`src/rtl/decrypt_pkg.sv`:
```
// Shared definitions for the 60-bit payload encrypt/decrypt pair: frame layout,
// mode and state encodings, and the keystream/permutation helpers.
package decrypt_pkg;

  localparam int DATA_W  = 60;
  localparam int FRAME_W = 78;
  localparam int K6_W    = 6;
  localparam int K11_W   = 11;

  localparam int PARITY_POS = 77;
  localparam int K6_LSB     = 71;
  localparam int K11_LSB    = 60;
  localparam int CIPHER_LSB = 0;

  localparam logic [K6_W-1:0] ROT_MOD = 6'd60;

  typedef enum logic [1:0] {
    MODE_XOR = 2'd0,
    MODE_ROT = 2'd1,
    MODE_SUB = 2'd2,
    MODE_REV = 2'd3
  } mode_e;

  typedef enum logic [2:0] {
    ST_IDLE,
    ST_CHECK,
    ST_ROT,
    ST_FINISH,
    ST_DONE
  } state_e;

  function automatic logic [DATA_W-1:0] make_keystream(input logic [K6_W-1:0]  k6,
                                                       input logic [K11_W-1:0] k11);
    return {k11, k6, k11, k6, k11, k6, k11[10:2]};
  endfunction

  // k6 values 60..63 wrap onto 0..3.
  function automatic logic [K6_W-1:0] rot_amount(input logic [K6_W-1:0] k6);
    return (k6 >= ROT_MOD) ? k6 - ROT_MOD : k6;
  endfunction

  function automatic logic [DATA_W-1:0] rotr(input logic [DATA_W-1:0] x,
                                             input logic [K6_W-1:0]   amt);
    logic [2*DATA_W-1:0] dbl;
    dbl = {x, x} >> amt;
    return dbl[DATA_W-1:0];
  endfunction

  function automatic logic [DATA_W-1:0] bit_reverse(input logic [DATA_W-1:0] x);
    logic [DATA_W-1:0] y;
    y = '0;
    for (int i = 0; i < DATA_W; i++) begin
      y[i] = x[DATA_W-1-i];
    end
    return y;
  endfunction

endpackage

```
`src/rtl/frame_parity_check.sv`:
```
// XOR reduction over a full frame; 1 means odd parity. The encrypt side feeds
// the frame with bit 77 cleared to generate the parity bit.
module frame_parity_check
  import decrypt_pkg::*;
(
  input  logic [FRAME_W-1:0] frame,
  output logic               odd_parity
);

  assign odd_parity = ^frame;

endmodule

```
`src/rtl/frame_decrypter.sv`:
```
// Receiver-side frame decrypter: parity check, key-selected inverse transform,
// and a multi-cycle rotate, with one frame in flight between two handshakes.
module frame_decrypter
  import decrypt_pkg::*;
#(
  parameter bit          CHECK_PARITY = 1'b1,
  parameter int unsigned ROT_STEP     = 1
) (
  input  logic               Clk,
  input  logic               Rst,
  input  logic               in_valid,
  output logic               in_ready,
  input  logic [FRAME_W-1:0] data_to_be_decrypt,
  output logic               out_valid,
  input  logic               out_ready,
  output logic [DATA_W-1:0]  output_decrypted,
  output logic               parity_error
);

  localparam logic [K6_W-1:0] STEP_MAX = K6_W'(ROT_STEP);

  state_e             state_q, state_d;
  logic [FRAME_W-1:0] frame_q, frame_d;
  logic [DATA_W-1:0]  work_q, work_d;
  logic [K6_W-1:0]    rem_q, rem_d;
  logic               out_valid_q, out_valid_d;
  logic [DATA_W-1:0]  result_q, result_d;
  logic               parity_error_q, parity_error_d;

  logic [K6_W-1:0]    k6;
  logic [K11_W-1:0]   k11;
  logic [DATA_W-1:0]  cipher;
  logic [DATA_W-1:0]  keystream;
  mode_e              mode;
  logic [K6_W-1:0]    rot_r;
  logic [K6_W-1:0]    step;
  logic               frame_odd;
  logic               parity_fail;

  // Key fields stay valid all through the operation because the frame is held.
  assign k6        = frame_q[K6_LSB +: K6_W];
  assign k11       = frame_q[K11_LSB +: K11_W];
  assign cipher    = frame_q[CIPHER_LSB +: DATA_W];
  assign keystream = make_keystream(k6, k11);
  assign mode      = mode_e'(k6[1:0]);
  assign rot_r     = rot_amount(k6);

  frame_parity_check u_parity (
    .frame      (frame_q),
    .odd_parity (frame_odd)
  );

  assign parity_fail = CHECK_PARITY && frame_odd;
  assign step        = (rem_q < STEP_MAX) ? rem_q : STEP_MAX;

  always_comb begin
    // NOTE: every _d takes its _q value first, so branches that leave a signal
    // untouched hold it instead of inferring a latch.
    state_d        = state_q;
    frame_d        = frame_q;
    work_d         = work_q;
    rem_d          = rem_q;
    out_valid_d    = out_valid_q;
    result_d       = result_q;
    parity_error_d = parity_error_q;

    unique case (state_q)
      ST_IDLE: begin
        if (in_valid) begin
          frame_d = data_to_be_decrypt;
          state_d = ST_CHECK;
        end
      end
      ST_CHECK: begin
        if (parity_fail) begin
          result_d       = '0;
          parity_error_d = 1'b1;
          out_valid_d    = 1'b1;
          state_d        = ST_DONE;
        end else begin
          work_d  = (mode == MODE_SUB) ? cipher - keystream : cipher ^ keystream;
          rem_d   = rot_r;
          state_d = (mode == MODE_ROT && rot_r != '0) ? ST_ROT : ST_FINISH;
        end
      end
      ST_ROT: begin
        // The last step may be shorter than ROT_STEP so the total is exactly r.
        work_d = rotr(work_q, step);
        rem_d  = rem_q - step;
        if (rem_q == step) begin
          state_d = ST_FINISH;
        end
      end
      ST_FINISH: begin
        result_d       = (mode == MODE_REV) ? bit_reverse(work_q) : work_q;
        parity_error_d = 1'b0;
        out_valid_d    = 1'b1;
        state_d        = ST_DONE;
      end
      ST_DONE: begin
        if (out_ready) begin
          out_valid_d = 1'b0;
          state_d     = ST_IDLE;
        end
      end
      default: begin
        state_d = ST_IDLE;
      end
    endcase
  end

  always_ff @(posedge Clk or posedge Rst) begin
    if (Rst) begin
      state_q        <= ST_IDLE;
      frame_q        <= '0;
      work_q         <= '0;
      rem_q          <= '0;
      out_valid_q    <= 1'b0;
      result_q       <= '0;
      parity_error_q <= 1'b0;
    end else begin
      // NOTE: non-blocking updates so every flop samples pre-edge values.
      state_q        <= state_d;
      frame_q        <= frame_d;
      work_q         <= work_d;
      rem_q          <= rem_d;
      out_valid_q    <= out_valid_d;
      result_q       <= result_d;
      parity_error_q <= parity_error_d;
    end
  end

  // Accepting only from IDLE means a result is never consumed and replaced in one cycle.
  assign in_ready         = (state_q == ST_IDLE);
  assign out_valid        = out_valid_q;
  assign output_decrypted = result_q;
  assign parity_error     = parity_error_q;

endmodule
```
`config.mk`:
```
export PLATFORM = sky130hd
export DESIGN_NAME = frame_decrypter
export DESIGN_NICKNAME = d
export VERILOG_FILES = /design/src/rtl/decrypt_pkg.sv /design/src/rtl/frame_parity_check.sv /design/src/rtl/frame_decrypter.sv
export SDC_FILE = /design/constraint.sdc
export NUM_CORES = 1
export LEC_CHECK = 0
export CORE_ASPECT_RATIO = 0.75
export CORE_UTILIZATION = 60
export CTS_CLUSTER_SIZE = 20
export DETAILED_ROUTE_END_ITERATION = 16
export PLACE_DENSITY = 0.84
export SYNTH_ARGS = -nofsm -noshare
export SYNTH_HDL_FRONTEND = slang
export SYNTH_SLANG_ARGS = --single-unit
```
`constraint.sdc`:
```
create_clock -name Clk -period 11.4 [get_ports Clk]
set_input_delay 2.28 -clock Clk [delete_from_list [all_inputs] [get_ports Clk]]
set_output_delay 2.28 -clock Clk [all_outputs]
set_load 0.02 [all_outputs]
```
==> Yosys cells after proc, flatten, opt, wreduce, memory -nomap -nowiden <==
Cells that the tools add are included.
{ "totals": {"out_inout_bits": 63, "rom_bits": 0, "mem_bits_rw": 0, "latch_bits": 0, "reg_bits": 209, "inputBits": 82, "mem_count": 0} }
{ "op_classes": {"reduce_logical": 12, "mul": 0, "shift": 1, "bitwise_logic": 1, "n_div": 0, "add_sub_neg": 3, "mux": 20, "n_lt_le_gt_ge": 2, "eq_ne": 13} }
{ "ops": {"columns": ["operator", "count"], "rows": [
  ["60-bit two-way mux", 4],
  ["60-bit case mux with 2 select lines", 2],
  ["120-bit by 6-bit right shift with 60-bit output", 1],
  ["78-bit XOR reduction", 1],
  ["60-bit subtractor", 1],
  ["60-bit XOR", 1],
  ["6-bit two-way mux", 3],
  ["3-bit case mux with 5 select lines", 1],
  ["3-bit two-way mux", 4],
  ["6-bit case mux with 2 select lines", 1],
  ["2-bit != test, second input constant", 5],
  ["3-bit by 2-bit == test with 1-bit output, second input constant", 2],
  ["6-bit == test", 1],
  ["6-bit greater-or-equal comparator, second input constant", 1],
  ["6-bit by 1-bit less-than comparator with 1-bit output, second input constant", 1],
  ["2-bit AND reduction", 3],
  ["3-bit AND reduction", 2],
  ["6-bit nonzero test", 1],
  ["6-bit subtractor", 1],
  ["6-bit subtractor, second input constant", 1],
  ["2-bit == test, second input constant", 2],
  ["2-bit nonzero test", 2],
  ["3-bit by 1-bit == test with 1-bit output, second input constant", 1],
  ["3-bit == test, second input constant", 1],
  ["7 further kinds", 9]
]} }

==> Longest topological paths before layout <==
{ "depth": {"depth_word": 7, "mapped_depth": 13, "mapped_depth_nobuf": 13} }

==> Cells and area by module <==
Synthesis repeated with hierarchy kept, for this count alone.
{ "unflattened": {"hier_cells": 1420, "hier_area_um2": 13197.7} }
{ "modules_own_cells": {"columns": ["module", "cells_per_inst", "area_per_inst_um2", "seq_area_each_um2", "instances"], "rows": [
  ["frame_decrypter", 1344, 12518.3, 5230.0, 1],
  ["frame_parity_check", 76, 679.4, 0.0, 1]
]} }

==> Least setup slack after synthesis <==
No wires, ideal clock.
{ "synth_timing": {"path_kind": "in2reg", "startpoint": "in in_valid", "endpoint": "reg frame_q[1]", "setup_ns": 0.125, "cell_stages": 5, "arrival_time_ns": 3.549, "slack_ns": 7.727, "cell_sequence": "and2_1 -> clkbuf_1 -> buf_1 -> buf_1 -> mux2_2"} }
{ "synth_between": {"elab_chain_len": 1} }
{ "synth_rtl": {"columns": ["element", "line", "rtl"], "rows": [
  ["start, declared", "frame_decrypter.sv:11", "input logic in_valid,"],
  ["2-bit AND reduction (no source line)", null, null],
  ["end signal, assigned", "frame_decrypter.sv:124", "frame_q <= frame_d;"],
  ["end, declared", "frame_decrypter.sv:23", "logic [FRAME_W-1:0] frame_q, frame_d;"]
]} }
No other way between the ends.
A chain may end at the register's enable or synchronous reset.

==> Worst setup path after layout <==
{ "layout_timing": {"startpoint": "reg state_q[1]", "endpoint": "out in_ready"} }
{ "layout_between": {"elab_chain_len": 1} }
{ "layout_rtl": {"columns": ["element", "line", "rtl"], "rows": [
  ["start, declared", "frame_decrypter.sv:22", "state_e state_q, state_d;"],
  ["start signal, assigned", "frame_decrypter.sv:123", "state_q <= state_d;"],
  ["3-bit zero test", "frame_decrypter.sv:134", "assign in_ready = (state_q == ST_IDLE);"],
  ["end, declared", "frame_decrypter.sv:12", "output logic in_ready,"]
]} }
No other way between the ends.

==> results.cfg <==
[synthesis]
ys_ff_latch = 209
ys_seq_area_share_pct = 38.5
synthCells = 1471
synth-edff-count = 0
synth_compound_gate_area_share_pct = 19.2
synth-xor-area-share_pct = 8.21
syn_nets = 1616
synth_flop_cell = dfrtp_1
synth_cell_types = 67
synth-simple-area-share_pct = 12.6
yosys_warnings = 0
synth_fa_ha_area_share_pct = 5.86
netlist_area_um2 = 13600
synthArstFlopShare_pct = 100
muxShareOfSynthArea_pct = 11.8
syn_avg_cell_area_um2 = 9.24
synth_top_family_by_area = compound AO/OA/AOI/OAI gates

[critical_path]
critPathRequiredTime_ps = 9120
endpoint_kind = output pin
r2r_slack_ps = 7130
cp_max_fo = 9
cp.arrival_ps = 2010
path_delay_family = buffers and inverters
path_depth = 2
crit_buf_inv = 1
reg2reg_depth = 11
slowest_delay_ps = 650
critical_path_class = register to output pin
rr_endpoint = work_q[0]
worst_setup_path_start_kind = register
slowest_stage = clkdlybuf4s50_1
r2r_start = frame_q[75]
cp_cell_sequence = nor3_1, clkdlybuf4s50_1

[floorplan]
boundaryPins = 145
coreArea_um2 = 22100
start_util_pct = 61.4
fp.dieW_um = 176
rows = 47
dieHeight_um = 132
dieArea_um2 = 23300

[route]
vias = 11790
drt-total-wl_mm = 39.5
vias_per_cell = 6.29
ant_nets = 0
detail_route.wl_per_cell_um = 21.1
detail_route.iter0.violations = 1294
drcViolationCount = 0
dr.pass1.iters = 5

[clock_tree]
clk_latency_ps = 530
clkTransAtPathRegs_ps = 60
hold_buffers = 0
htree_levels = 1
cts_buffers = 22
post_cts_buffers = 0
cts_resized = 0
cts_max_path_buffers = 3
numClockSinks = 209
cts_tree = done
clockRootBuffer = clkbuf_16

[grt]
use_met3_pct = 5.85
grt_pass1_wl_mm = 62.2
grt_remaining_overflow = 0
antenna_found_initial = 0
grt_pass1_vias = 10842
use_met2_pct = 49.8
grt.total_usage_pct = 34.2
grt.busiest_layer = met1
grt_use_met1_pct = 53.1
grt_max_degree = 130

[hold_path]
min-delay-start = output_decrypted[45]
holdPathEnd = output_decrypted[45]
hold_path_class = register to register
whs_path_depth = 2

[job]
maxCapViolations = 0

[place]
routabilityCongestion = 0.957
dp_hpwl_mm = 29.5
portBuffers = 144

[timing]
fin_crit_ps = 4290
finalSetupTns_ps = 0
finalHoldViolations = 0
slew_violations = 0
fin_crit_sh_pct = 37.6
setup_viol = 0
rsz0062_at_grt = false
clock_skew_ps = 14.0
whs_ps = 476
fmax_mhz = 233
tightestPinTransition_ps = 1170
relSlewSlack_pct = 21.5

[finish]
fin_util_pct = 72.1
nFillCells = 1663
area_delta_synth_final_pct = 17.4
nNetsFinal = 1708
seqCellArea_um2 = 5230
drive_gt1_share_pct = 8.74
multiInputGateArea_um2 = 7870
antenna_cells = 0

[outcome]
outcome = complete, no violations
## Yosys cell counts (4+ instances only)
master	n	area, µm²
dfrtp_1	209	5230
xnor2_1	87	762
o21ai_1	6	30.0
a21oi_1	78	390
o21a_1	6	45.0
a31o_2	7	61.3
a31oi_1	7	43.8
mux2i_1	89	891
clkbuf_1	65	244
buf_1	7	26.3
o21bai_1	13	97.6
nand3_1	37	185
a221o_1	5	50.1
o21ai_0	144	721
nor3_1	19	95.1
o211ai_1	15	113
and2_1	7	43.8
mux2_2	63	709
or3_1	8	50.1
and3_1	10	62.6
nand4_1	23	144
buf_2	11	55.1
o41ai_1	4	35.0
nand2_1	189	709
inv_1	47	176
a22oi_1	5	37.5
a21o_1	39	293
a221oi_1	8	70.1
o31ai_1	7	52.6
nand2b_1	5	31.3
o221a_2	8	90.1
a211oi_1	18	135
xor2_1	34	298
nor2_1	70	263
ha_1	62	776
## kinds of logic (layout without fill, tap and decap cells)
| family | Yosys count | after routing |
|---|---|---|
| flip-flops | 209 | 209 |
| XOR/XNOR | 124 | 124 |
| buffers and inverters | 132 | 240 |
| multiplexers | 152 | 152 |
| AO/OA/AOI/OAI | 407 | 407 |
| AND/OR/NAND/NOR | 384 | 384 |
| adder cells (fa/ha/maj) | 63 | 63 |
## tightest hold or removal path, cell delays in order, from the launching register on
cell	delay [ps]
dfrtp_1	340
nand2_1	50
o21ai_0	60
## metrics by stage
step                      worst slack, ps  cell area (µm²)  std cells
after floorplan                      3410            13600       1471
after global placement               6840            15200       1833
after detailed placement             6810            15200       1833
after CTS                            7120            16000       1873
after global routing                 6920            16000       1873
final                                7110            16000       1873
## metal layers
metal	vias up	wire length [µm]
li1	5474	-
met1	5684	18400
met2	582	16800
met3	50	3560
met4	0	779
met5	-	0
## worst max path at each step
stage / slack [ps] / end / from
after floorplan: 3410 / frame_q[0] / Rst
after global placement: 6840 / work_q[24] / Rst
after detailed placement: 6810 / work_q[21] / Rst
after CTS: 7120 / in_ready / state_q[1]
after global routing: 6920 / work_q[0] / frame_q[75]
final: 7110 / in_ready / state_q[1]
## flip-flops by register name (all words and copies together) (netlist names)
| name | flops |
|---|---|
| state_q | 3 |
| rem_q | 6 |
| parity_error | 1 |
| out_valid | 1 |
| output_decrypted | 60 |
| frame_q | 78 |
| work_q | 60 |
## cell type report
class	instances	share of cell area, %
well taps	294	2.31
multi-input cells	1130	49.4
inverters	47	1.15
clock buffers	29	3.87
repair buffers	153	9.46
clock inverters	11	1.07
flip-flops and latches	209	32.8
## placed cells by master, fill, tap and decap left out, types with 10 or more instances in the layout
master           synthesis  layout
nand2_1                189     187
inv_1                   47      46
nor2_1                  70      69
xnor2_1                 87      87
mux2_2                  63      63
a211oi_1                18      18
clkdlybuf4s50_1          0     144
and3_1                  10      10
mux2i_1                 89      89
o21bai_1                13      13
o211ai_1                15      15
nor3_1                  19      19
a21o_1                  39      39
clkbuf_16                0      22
xor2_1                  34      34
a21oi_1                 78      78
nand3_1                 37      37
nand4_1                 23      23
dfrtp_1                209     209
ha_1                    62      62
o21ai_0                144     144
Power is not shown: default switching activity piles up to over one toggle a cycle in this logic, so the estimate is an artifact.
